### config.mk
export PLATFORM = sky130hd
export DESIGN_NAME = stopwatch
export DESIGN_NICKNAME = d
export VERILOG_FILES = /design/src/rtl/stopwatch_pkg.sv /design/src/rtl/stopwatch.sv
export SDC_FILE = /design/constraint.sdc
export NUM_CORES = 1
export LEC_CHECK = 0
export ABC_AREA = 1
export CORE_AREA = 2 2 53 55
export CTS_CLUSTER_SIZE = 28
export DETAILED_ROUTE_END_ITERATION = 8
export DIE_AREA = 0 0 55 57
export PLACE_DENSITY = 0.74
export SETUP_SLACK_MARGIN = 0.1
export SLEW_MARGIN = 20
export SYNTH_ARGS = -nofsm -noshare
export SYNTH_HDL_FRONTEND = slang
export SYNTH_SLANG_ARGS = --single-unit
### constraint.sdc
create_clock -name clk -period 1.7 [get_ports clk]
set_clock_uncertainty 0.05 [all_clocks]
set_input_delay 0.255 -clock clk [delete_from_list [all_inputs] [get_ports clk]]
set_output_delay 0.255 -clock clk [all_outputs]
set_load 0.05 [all_outputs]
### src/rtl/stopwatch_pkg.sv
// Shared types for the stopwatch interval meter.
package stopwatch_pkg;

  // Measurement state: waiting for arm, waiting for start, counting.
  typedef enum logic [1:0] {
    STATE_IDLE  = 2'd0,
    STATE_ARMED = 2'd1,
    STATE_COUNT = 2'd2
  } state_t;

endpackage

### src/rtl/stopwatch.sv
// Interval meter: counts enabled clock cycles between a start and a stop
// event, with a programmable timeout and saturation at all-ones.
module stopwatch
  import stopwatch_pkg::*;
#(
  parameter int unsigned WIDTH = 8
) (
  input  logic             clk,
  input  logic             reset,
  input  logic             clkena,
  input  logic             ctrl_arm,
  input  logic             ctrl_abort,
  input  logic [WIDTH-1:0] ctrl_limit,
  input  logic             evt_start,
  input  logic             evt_stop,
  output logic [WIDTH-1:0] stat_time,
  output logic             stat_armed,
  output logic             stat_busy,
  output logic             stat_done,
  output logic             stat_ovf
);

  localparam logic [WIDTH-1:0] ALL_ONES = '1;

  // A zero limit means "no limit": the count then runs up to all-ones.
  function automatic logic [WIDTH-1:0] f_eff_limit(input logic [WIDTH-1:0] lim);
    return (lim == '0) ? ALL_ONES : lim;
  endfunction

  // Timeout when the next count reaches the limit, or when it would reach
  // all-ones (covers a limit lowered below the running count). This is
  // what keeps the counter from ever wrapping.
  function automatic logic f_timeout(input logic [WIDTH-1:0] nxt,
                                     input logic [WIDTH-1:0] lim);
    return (nxt == lim) || (nxt == ALL_ONES);
  endfunction

  state_t           r_state;
  logic [WIDTH-1:0] r_count;
  logic             r_ovf;
  logic             r_done;

  state_t           w_state_nx;
  logic [WIDTH-1:0] w_count_nx;
  logic             w_ovf_nx;
  logic             w_done_nx;
  logic [WIDTH-1:0] w_inc;
  logic [WIDTH-1:0] w_limit;

  assign w_inc   = r_count + WIDTH'(1);
  assign w_limit = f_eff_limit(ctrl_limit);

  // Next-state logic; abort has top priority in every state, then stop,
  // then timeout.
  always_comb begin
    w_state_nx = r_state;
    w_count_nx = r_count;
    w_ovf_nx   = r_ovf;
    w_done_nx  = 1'b0;
    unique case (r_state)
      STATE_IDLE: begin
        if (ctrl_abort) begin
          w_state_nx = STATE_IDLE;
        end else if (ctrl_arm) begin
          w_state_nx = STATE_ARMED;
          w_count_nx = '0;
          w_ovf_nx   = 1'b0;
        end
      end
      STATE_ARMED: begin
        if (ctrl_abort) begin
          w_state_nx = STATE_IDLE;
        end else if (evt_start && evt_stop) begin
          w_state_nx = STATE_IDLE;
          w_count_nx = '0;
          w_done_nx  = 1'b1;
        end else if (evt_start) begin
          w_state_nx = STATE_COUNT;
          w_count_nx = '0;
        end
      end
      STATE_COUNT: begin
        if (ctrl_abort) begin
          w_state_nx = STATE_IDLE;
        end else if (evt_stop) begin
          w_state_nx = STATE_IDLE;
          w_count_nx = w_inc;
          w_done_nx  = 1'b1;
        end else if (f_timeout(w_inc, w_limit)) begin
          w_state_nx = STATE_IDLE;
          w_count_nx = w_inc;
          w_ovf_nx   = 1'b1;
          w_done_nx  = 1'b1;
        end else begin
          w_count_nx = w_inc;
        end
      end
      default: begin
        w_state_nx = STATE_IDLE;
      end
    endcase
  end

  // State registers: asynchronous clear, update only on enabled cycles.
  always_ff @(posedge clk or negedge reset) begin
    if (!reset) begin
      r_state <= STATE_IDLE;
      r_count <= '0;
      r_ovf   <= 1'b0;
      r_done  <= 1'b0;
    end else if (clkena) begin
      r_state <= w_state_nx;
      r_count <= w_count_nx;
      r_ovf   <= w_ovf_nx;
      r_done  <= w_done_nx;
    end
  end

  // The done pulse is masked in disabled cycles so it is only ever seen
  // together with clkena; the register itself holds like everything else.
  assign stat_time  = r_count;
  assign stat_armed = (r_state == STATE_ARMED);
  assign stat_busy  = (r_state == STATE_COUNT);
  assign stat_done  = r_done & clkena;
  assign stat_ovf   = r_ovf;

endmodule

# Yosys cells after proc, flatten, opt, wreduce, memory -nomap -nowiden
# Index checks and enable logic that the tools add are counted.
[totals]
reg_bits = 12
out_inout_bits = 12
elab_cells = 58
[op_classes]
addsub = 1
eq_ne = 14
n_mux = 29
n_bitwise = 1
reduce_logical = 9
[op_table]
columns = ["cell", "count"]
rows = [
  ["8-bit two-way mux", 7],
  ["8-bit one-hot mux with 3 select lines", 1],
  ["2-bit two-way mux", 8],
  ["7-bit AND reduction", 2],
  ["1-bit two-way mux", 10],
  ["2-bit != test, second input constant", 5],
  ["8-bit by 1-bit adder with 8-bit output, second input constant", 1],
  ["8-bit == test", 1],
  ["8-bit == test, second input constant", 1],
  ["8-bit zero test", 1],
  ["4-bit by 3-bit != test with 1-bit output, second input constant", 2],
  ["2-bit one-hot mux with 3 select lines", 1],
  ["1-bit one-hot mux with 2 select lines", 2],
  ["4-bit AND reduction", 1],
  ["3-bit by 2-bit != test with 1-bit output, second input constant", 1],
  ["3-bit != test, second input constant", 1],
  ["3-bit nonzero test", 1],
  ["2-bit by 1-bit == test with 1-bit output, second input constant", 1],
  ["2-bit == test, second input constant", 1],
  ["2-bit zero test", 1],
  ["2-bit by 1-bit != test with 1-bit output, second input constant", 1],
  ["2-bit nonzero test", 1],
  ["1-bit bitwise AND", 1],
  ["1-bit logical AND", 1],
  ["1-bit logical OR", 1],
]

# Longest topological paths before layout
# Gate-level depths: netlist of run 1.
[depth]
ltp_word = 8
mapped_depth = 15
ltp_nobuf = 15

# Worst setup path before layout of run 1
# Ideal clock, no wire load.
[synth_timing]
path_kind = "register to register"
start = "reg r_count[1] (netlist: stat_time[1])"
end = "reg r_state[0]"
setup_time_ns = 0.117
t_arrival_ns = 1.956
t_required_ns = 1.533
path_slack_ns = -0.423
stages_incl_launch_ff = 13
path_buffers = 0
synth_period_minus_slack_ns = 2.123
path_cell_list = "dfrtp_1 > ha_1 > nand3_1 > o21ai_2 > nand2_2 > o21ai_0 > nand2_1 > nor2_2 > nand3_2 > nand4_2 > nand2_1 > nand2_1 > nand2_1"
[synth_between]
elab_chain_cells = 5
elab_cells_between_ends = 6
classes_between = "1 x add/sub; 3 x eq/ne; 2 x reduce/logical"
[synth_rtl]
columns = ["element", "line", "text"]
rows = [
  ["start: declaration", "stopwatch.sv:39", "logic [WIDTH-1:0] r_count;"],
  ["start signal: assignment", "stopwatch.sv:113", "r_count <= w_count_nx;"],
  ["8-bit by 1-bit adder with 8-bit output *", "stopwatch.sv:50", "assign w_inc = r_count + WIDTH'(1);"],
  ["8-bit == test", "stopwatch.sv:35", "return (nxt == lim) || (nxt == ALL_ONES);"],
  ["1-bit logical OR *", "stopwatch.sv:35", ""],
  ["4-bit by 3-bit != test with 1-bit output (no line) *", "-", ""],
  ["4-bit AND reduction (no line) *", "-", ""],
  ["end signal: assignment", "stopwatch.sv:112", "r_state <= w_state_nx;"],
  ["end: declaration", "stopwatch.sv:38", "state_t r_state;"],
]
# Mark *: on every way between the ends. The rest lies on a longest branch, timed or not.
# A chain may end at the register's enable or synchronous reset.

# Worst setup path in the final report of run 1
[layout_timing]
start = "reg r_count[1] (netlist: stat_time[1])"
end = "reg r_state[1]"
# Same word-level chain as after synthesis.

==> summary.txt, run 1 <==
Logic synthesis
  • Adder-Cell Fraction of Synth Area: 6.961%
  • Post-synthesis mux area share: 0%
  • Synth Instances: 167
  • Avg Cell Area, Syn: 6.458 sq um
  • Largest family of logic cells by synthesized area: simple AND/OR/NAND/NOR gates
  • XOR/XNOR Fraction of Synth Area: 1.624%
  • Cell area after synthesis: 1079 sq um
  • Mapped Nets: 188
  • Yosys warns: 0
  • Synthesis-stage register bit count: 12
  • Cell variety after synth: 22
  • Sequential share of the synthesized area: 27.84%
  • Simple-Gate Fraction of Synth Area: 40.26%
  • Compound-cell area share of the yosys netlist: about an eighth

Placement
  • Placed Cells: around 240
  • GP Congestion: 0.8193
  • Hpwl dp: 2265 um
  • Pre-CTS setup slack: -0.3508 ns
  • Number of port buffers: 26

Timing
  • Worst-Margin Slew: 0.5184 ns
  • RSZ-0062 raised after global routing: yes
  • Max Clk Rate: 0.5310 GHz
  • Endpoints failing setup: 4
  • Hold_ws: 0.2702 ns
  • Fin. Hold Viols: 0
  • Tcrit/Tclk final: 110.8%
  • Tmin final: 1.883 ns
  • Slew margin rel.: approximately 65%
  • Pins Over Slew Limit: 0
  • Final WS setup: -0.1834 ns

Final layout
  • Most frequent cells in the layout: 42 x nand2_1, 31 x buf_4, 27 x inv_1, 14 x nand3_1, 14 x clkdlybuf4s50_1
  • Inserted Diodes: 0
  • # nets final: 245
  • Finished Core Util: approximately two thirds
  • Seq. cell area: 310.3 sq um
  • Most common cell after layout, fill and taps aside: nand2_1
  • Layout cell share with drive strength beyond 1: 38.12%
  • Area of the multi-input gates: roughly 800 sq um
  • Layout filler cell count: 203
  • Post-route non-filler standard cell count: 254
  • Area growth, synth to finish: 63.92%

Floorplan
  • Core footprint: 2615 sq um
  • I/O pins: 27
  • Chip height: 57 um
  • Num rows: 19
  • Initial core utilization: around 41%
  • Die X: 55 um
  • Die area: 3135 sq um

Clock network
  • TritonCTS Buffers: 3
  • CTS tree: done
  • Clock sink count: 12
  • Post-CTS Hold Fix Bufs: 0
  • CTS clk-pin slew, worst paths: 0.07 ns
  • Root Buffer: clkbuf_4
  • H-tree depth: 1
  • Clock latency on the worst-skew pair: 0.27 ns
  • Clk buf depth: 2

Power and ir drop
  • Overall Power: 1.341 mW
  • Lkg Pwr: 0.8726 nW
  • Max rail drop VDD: 805.9 uV
  • PwrDens: 758.7 nW/um^2

Route
  • Final wirelength: 3031 um
  • Vias: around 1300
  • DRC: 0
  • Iteration-0 DRC Markers: 33
  • Routed length per instance: between 10 and 15 um
  • Number of nets with antenna violations after routing: 0
  • Vias/cell: 4.969
  • Drt pass-1 iters: 4

Hold path
  • Hold WC Path Type: in2async

Worst setup path
  • Setup CP Type: reg2reg
  • Crit Path Max Fanout: 5
  • Critical Path AT: 2.00 ns
  • Crit end category: flip-flop
  • Worst path required time: 1.82 ns
  • CP startpoint kind: flip-flop

Global routing
  • Overflow after GRT: 0
  • Largest net degree at the start of global routing: 13
  • Vias in the first global route: 1188
  • Initial antenna violation count: 0
  • First-pass GRT wire length: 4823 um
  • Total GRT Usage: between 20% and 30%

Status
  • Failing checks: setup timing
  • Status: finished with violations

Flow run
  • Max Cap Viol: 0
==> final timing paths <==
kind	startpoint	endpoint	slack [ns]	cells after the start
setup / recovery	stat_time[1]	r_state[1]	-0.18	13
hold / removal	reset	stat_time[1]	0.27	1
setup reg to reg	stat_time[1]	r_state[1]	-0.18	13
hold reg to reg	r_done	r_done	0.44	2
max in group asynchronous	reset	stat_time[1]	0.94	1
min in group clk	r_done	r_done	0.44	2
==> metrics by stage <==
stage	setup TNS (ns)	instance area, sq um
after CTS	-0.3762	1662
after global routing	-1.636	1768
after floorplan	-0.3383	1140
after global placement	-1.076	1589
final	-0.6400	1768
after detailed placement	-1.315	1589
==> critical path, stage by stage (launching register included) <==
cell and delay, ns:
dfrtp_4 0.52, ha_4 0.20, nor2_4 0.10, nor2_4 0.05
inv_2 0.07, nand3_1 0.08, nand2_1 0.07, nand2_1 0.05
nor2_2 0.14, nand3_2 0.15, nand4_4 0.11, nand2_2 0.06
nand2_1 0.08, nand2_1 0.05
==> registers in the layout (all words and copies together), names as in the netlist <==
register	flops
r_done	1
r_state	2
stat_ovf	1
stat_time	8
==> layer usage <==
| layer | vias up | wire, um | track usage, % |
|---|---|---|---|
| li1 | 648 | - | - |
| met1 | 564 | 1173 | 23.62 |
| met2 | 40 | 1623 | 34.86 |
| met3 | 10 | 164 | 3.665 |
| met4 | 0 | 70 | 10.10 |
| met5 | - | 0 | 0 |
==> area by class of cell <==
class | instances | area share [%]
repair buffers | 52 | 27.03
clock buffers | 4 | 1.486
multi-input cells | 124 | 45.15
well taps | 31 | 2.194
flip-flops and latches | 12 | 17.55
inverters | 31 | 6.582
==> kinds of logic (layout without fill, tap and decap cells) <==
| logic type | Yosys count | count (layout) |
|---|---|---|
| flops | 12 | 12 |
| xor+xnor | 2 | 2 |
| simple gates | 92 | 92 |
| fa+ha+maj | 6 | 6 |
| buf+inv | 31 | 87 |
| compound gates | 24 | 24 |
==> synthesized netlist by cell type, drive strengths merged <==
library cell | number | area [sq um]
nor3 | 3 | 25.02
xor2 | 2 | 17.52
o21bai | 1 | 7.510
dfrtp | 12 | 300.3
nand4 | 3 | 31.28
inv | 31 | 116.4
o21ai | 12 | 63.81
nand2 | 51 | 198.9
nand3 | 16 | 85.08
a21oi | 4 | 20.02
nor2 | 19 | 93.84
o22ai | 7 | 43.79
ha | 6 | 75.07
==> where the power goes <==
part / total, mW / switching [mW] / internal (mW)
sequential: 0.373 / 0.0498 / 0.323
combinational: 0.785 / 0.431 / 0.354
clock: 0.184 / 0.0929 / 0.0909
total: 1.34 / 0.573 / 0.768
==> what timing repair did <==
action                     in CTS  in global routing
pin swaps                       6                 10
setup endpoints to repair      13                 14
setup buffers                   5                  2
gates resized for setup         4                 22
Power figures use the tool's default switching activity.
==> run 2, diff against run 1 <==
CORE_AREA = 2 2 64 66   (was 2 2 53 55)
DIE_AREA = 0 0 66 68   (was 0 0 55 57)
PLACE_DENSITY = 0.54   (was 0.74)
==> summary.txt, run 2 (synthesis gave the netlist of run 1 again) <==
Status
  • Status: finished with violations
  • Failing checks: setup timing

Timing
  • RSZ-0062 raised after global routing: yes
  • Endpoints failing setup: 4 (unchanged)
  • Hold_ws: 0.2577 ns (-0.01244 ns)
  • Slew margin rel.: 74.61% (+9.3 points)
  • Tmin final: 1.815 ns (-0.06845 ns)
  • Pins Over Slew Limit: 0 (unchanged)
  • Final WS setup: -0.1149 ns (+0.06845 ns)
  • Fin. Hold Viols: 0 (unchanged)
  • Max Clk Rate: 0.5510 GHz (+3.8%)
  • Worst-Margin Slew: 0.3769 ns (-0.1415 ns)
  • Tcrit/Tclk final: 106.8% (-4.0 points)

Global routing
  • Overflow after GRT: 0 (unchanged)
  • Initial antenna violation count: 0 (unchanged)
  • Largest net degree at the start of global routing: 13 (unchanged)
  • Vias in the first global route: 1127 (-5.1%)
  • Total GRT Usage: 14.15% (-6.2 points)
  • First-pass GRT wire length: 4871 um (+1.0%)

Power and ir drop
  • Lkg Pwr: 0.9327 nW (+6.9%)
  • Max rail drop VDD: 712.7 uV (-12%)
  • PwrDens: 827.9 nW/um^2 (+9.1%)
  • Overall Power: 1.589 mW (+18%)

Clock network
  • Clk buf depth: 2 (unchanged)
  • Root Buffer: clkbuf_8
  • Clock latency on the worst-skew pair: 0.24 ns (-0.03 ns)
  • H-tree depth: 1 (unchanged)
  • Clock sink count: 12 (unchanged)
  • TritonCTS Buffers: 3 (unchanged)
  • CTS clk-pin slew, worst paths: 0.05 ns (-0.02 ns)
  • CTS tree: done
  • Post-CTS Hold Fix Bufs: 0 (unchanged)

Route
  • Vias/cell: 4.459 (-10%)
  • Final wirelength: 3055 um (+0.79%)
  • DRC: 0 (unchanged)
  • Routed length per instance: 10.80 um (-9.5%)
  • Number of nets with antenna violations after routing: 0 (unchanged)
  • Vias: 1262 (unchanged)
  • Iteration-0 DRC Markers: 39 (+18%)
  • Drt pass-1 iters: 4 (unchanged)

Worst setup path
  • Critical Path AT: 1.94 ns (-0.06 ns)
  • Setup CP Type: reg2reg
  • Top cell by count, worst path: nand2_1
  • Max stage delay on crit path: 0.50 ns (-0.02 ns)
  • Worst path required time: 1.83 ns (about the same)
  • CP Buf/Inv Count: 1 (unchanged)
  • CP startpoint kind: flip-flop
  • Crit end category: flip-flop
  • CP cell instances: buf_4, ha_4, o21bai_1, nand2_1, nand2_1, nor2_2, nand3_2, nand3_1, nand2_1, nand2_1, nand2_1, nand2_1
  • CP max stage cell: dfrtp_4
  • Top delay family on crit path: simple AND/OR/NAND/NOR gates
  • Crit Path Max Fanout: 5 (unchanged)

Placement
  • GP Congestion: 0.8265 (+0.88%)
  • Hpwl dp: 2410 um (+6.4%)
  • Number of port buffers: 26 (unchanged)
  • Placed Cells: 272 (+12%)
  • Dpl cell area: 1688 sq um (+6.2%)

Final layout
  • Max reg flops: 8 (unchanged)
  • Post-route non-filler standard cell count: 283 (+11%)
  • Most frequent cells in the layout: 42 x nand2_1, 41 x buf_4, 25 x inv_1, 14 x nand3_1, 14 x clkdlybuf4s50_1
  • Area growth, synth to finish: 77.96%
  • Most common cell after layout, fill and taps aside: nand2_1
  • Inserted Diodes: 0 (unchanged)
  • Cell area after layout: 1919 sq um (+8.6%)
  • Layout cell share with drive strength beyond 1: 44.64% (+6.5 points)
  • # nets final: 255 (+4.1%)

Hold path
  • Hold WC Path Type: in2async

Floorplan
  • Chip height: 68 um (+19%)
  • I/O pins: 27 (unchanged)
  • Initial core utilization: 27.97% (-13 points)
  • Die X: 66 um (+20%)
  • Die area: 4488 sq um (+43%)
  • Core footprint: 3856 sq um (+47%)
  • Num rows: 23 (+4)

Flow run
  • Max Cap Viol: 0 (unchanged)
-- run 2: worst register-to-register path, delay by kind of cell, from the launching register on --
kind / cells / cell delay [ns]
AOI/OAI and AO/OA: 1 / 0.15
buffers and inverters: 1 / 0.15
DFF: 1 / 0.50
adders and majority gates: 1 / 0.22
and+or+nand+nor: 9 / 0.68
-- run 2: power by group --
part	switching [mW]	internal (mW)
Clock	0.101	0.204
Combinational	0.467	0.446
Sequential	0.0463	0.324
-- run 2: worst paths after layout --
| check | startpoint | slack [ns] | cells past startpoint | endpoint |
|---|---|---|---|---|
| worst max-delay path | stat_time[1] | -0.11 | 12 | r_done |
| worst min-delay path | reset | 0.26 | 2 | r_done |
| worst max register to register | stat_time[1] | -0.11 | 12 | r_done |
| worst min register to register | r_done | 0.43 | 2 | r_done |
| max in group asynchronous | reset | 1.17 | 2 | stat_time[5] |
| min in group clk | r_done | 0.43 | 2 | r_done |
-- run 2: repair_timing --
item                       CTS  global route
setup endpoints to repair    5            12
cloned                       0             1
pin swaps                    6             5
resized for setup            5            27
setup buffers                2             4
-- run 2: through the flow --
| step | setup WS (ns) | TNS (ns) | utilization (%) |
|---|---|---|---|
| after floorplan | -0.1097 | -0.3383 | - |
| after detailed placement | -0.3503 | -1.335 | 43.77 |
| after global placement | -0.3443 | -1.315 | 43.77 |
| final | -0.1149 | -0.3907 | 49.77 |
| after global routing | -0.2632 | -1.006 | 49.77 |
| after CTS | -0.1039 | -0.3690 | 46.01 |
-- run 2: layout make-up --
cell class / count / area, sq um
multi-input combinational: 125 / 833.3
timing repair buffer: 61 / 541.8
inverter: 31 / 116.4
tap: 50 / 62.56
sequential: 12 / 310.3
clock buffer: 4 / 55.05
fill: 384 / 1937
-- run 2: metal layers --
metal | GRT usage, % | share of wire, %
met4 | 2.296 | 0.59
met3 | 3.454 | 4.0
met1 | 19.86 | 50
met2 | 22.47 | 46
met5 | 0 | 0
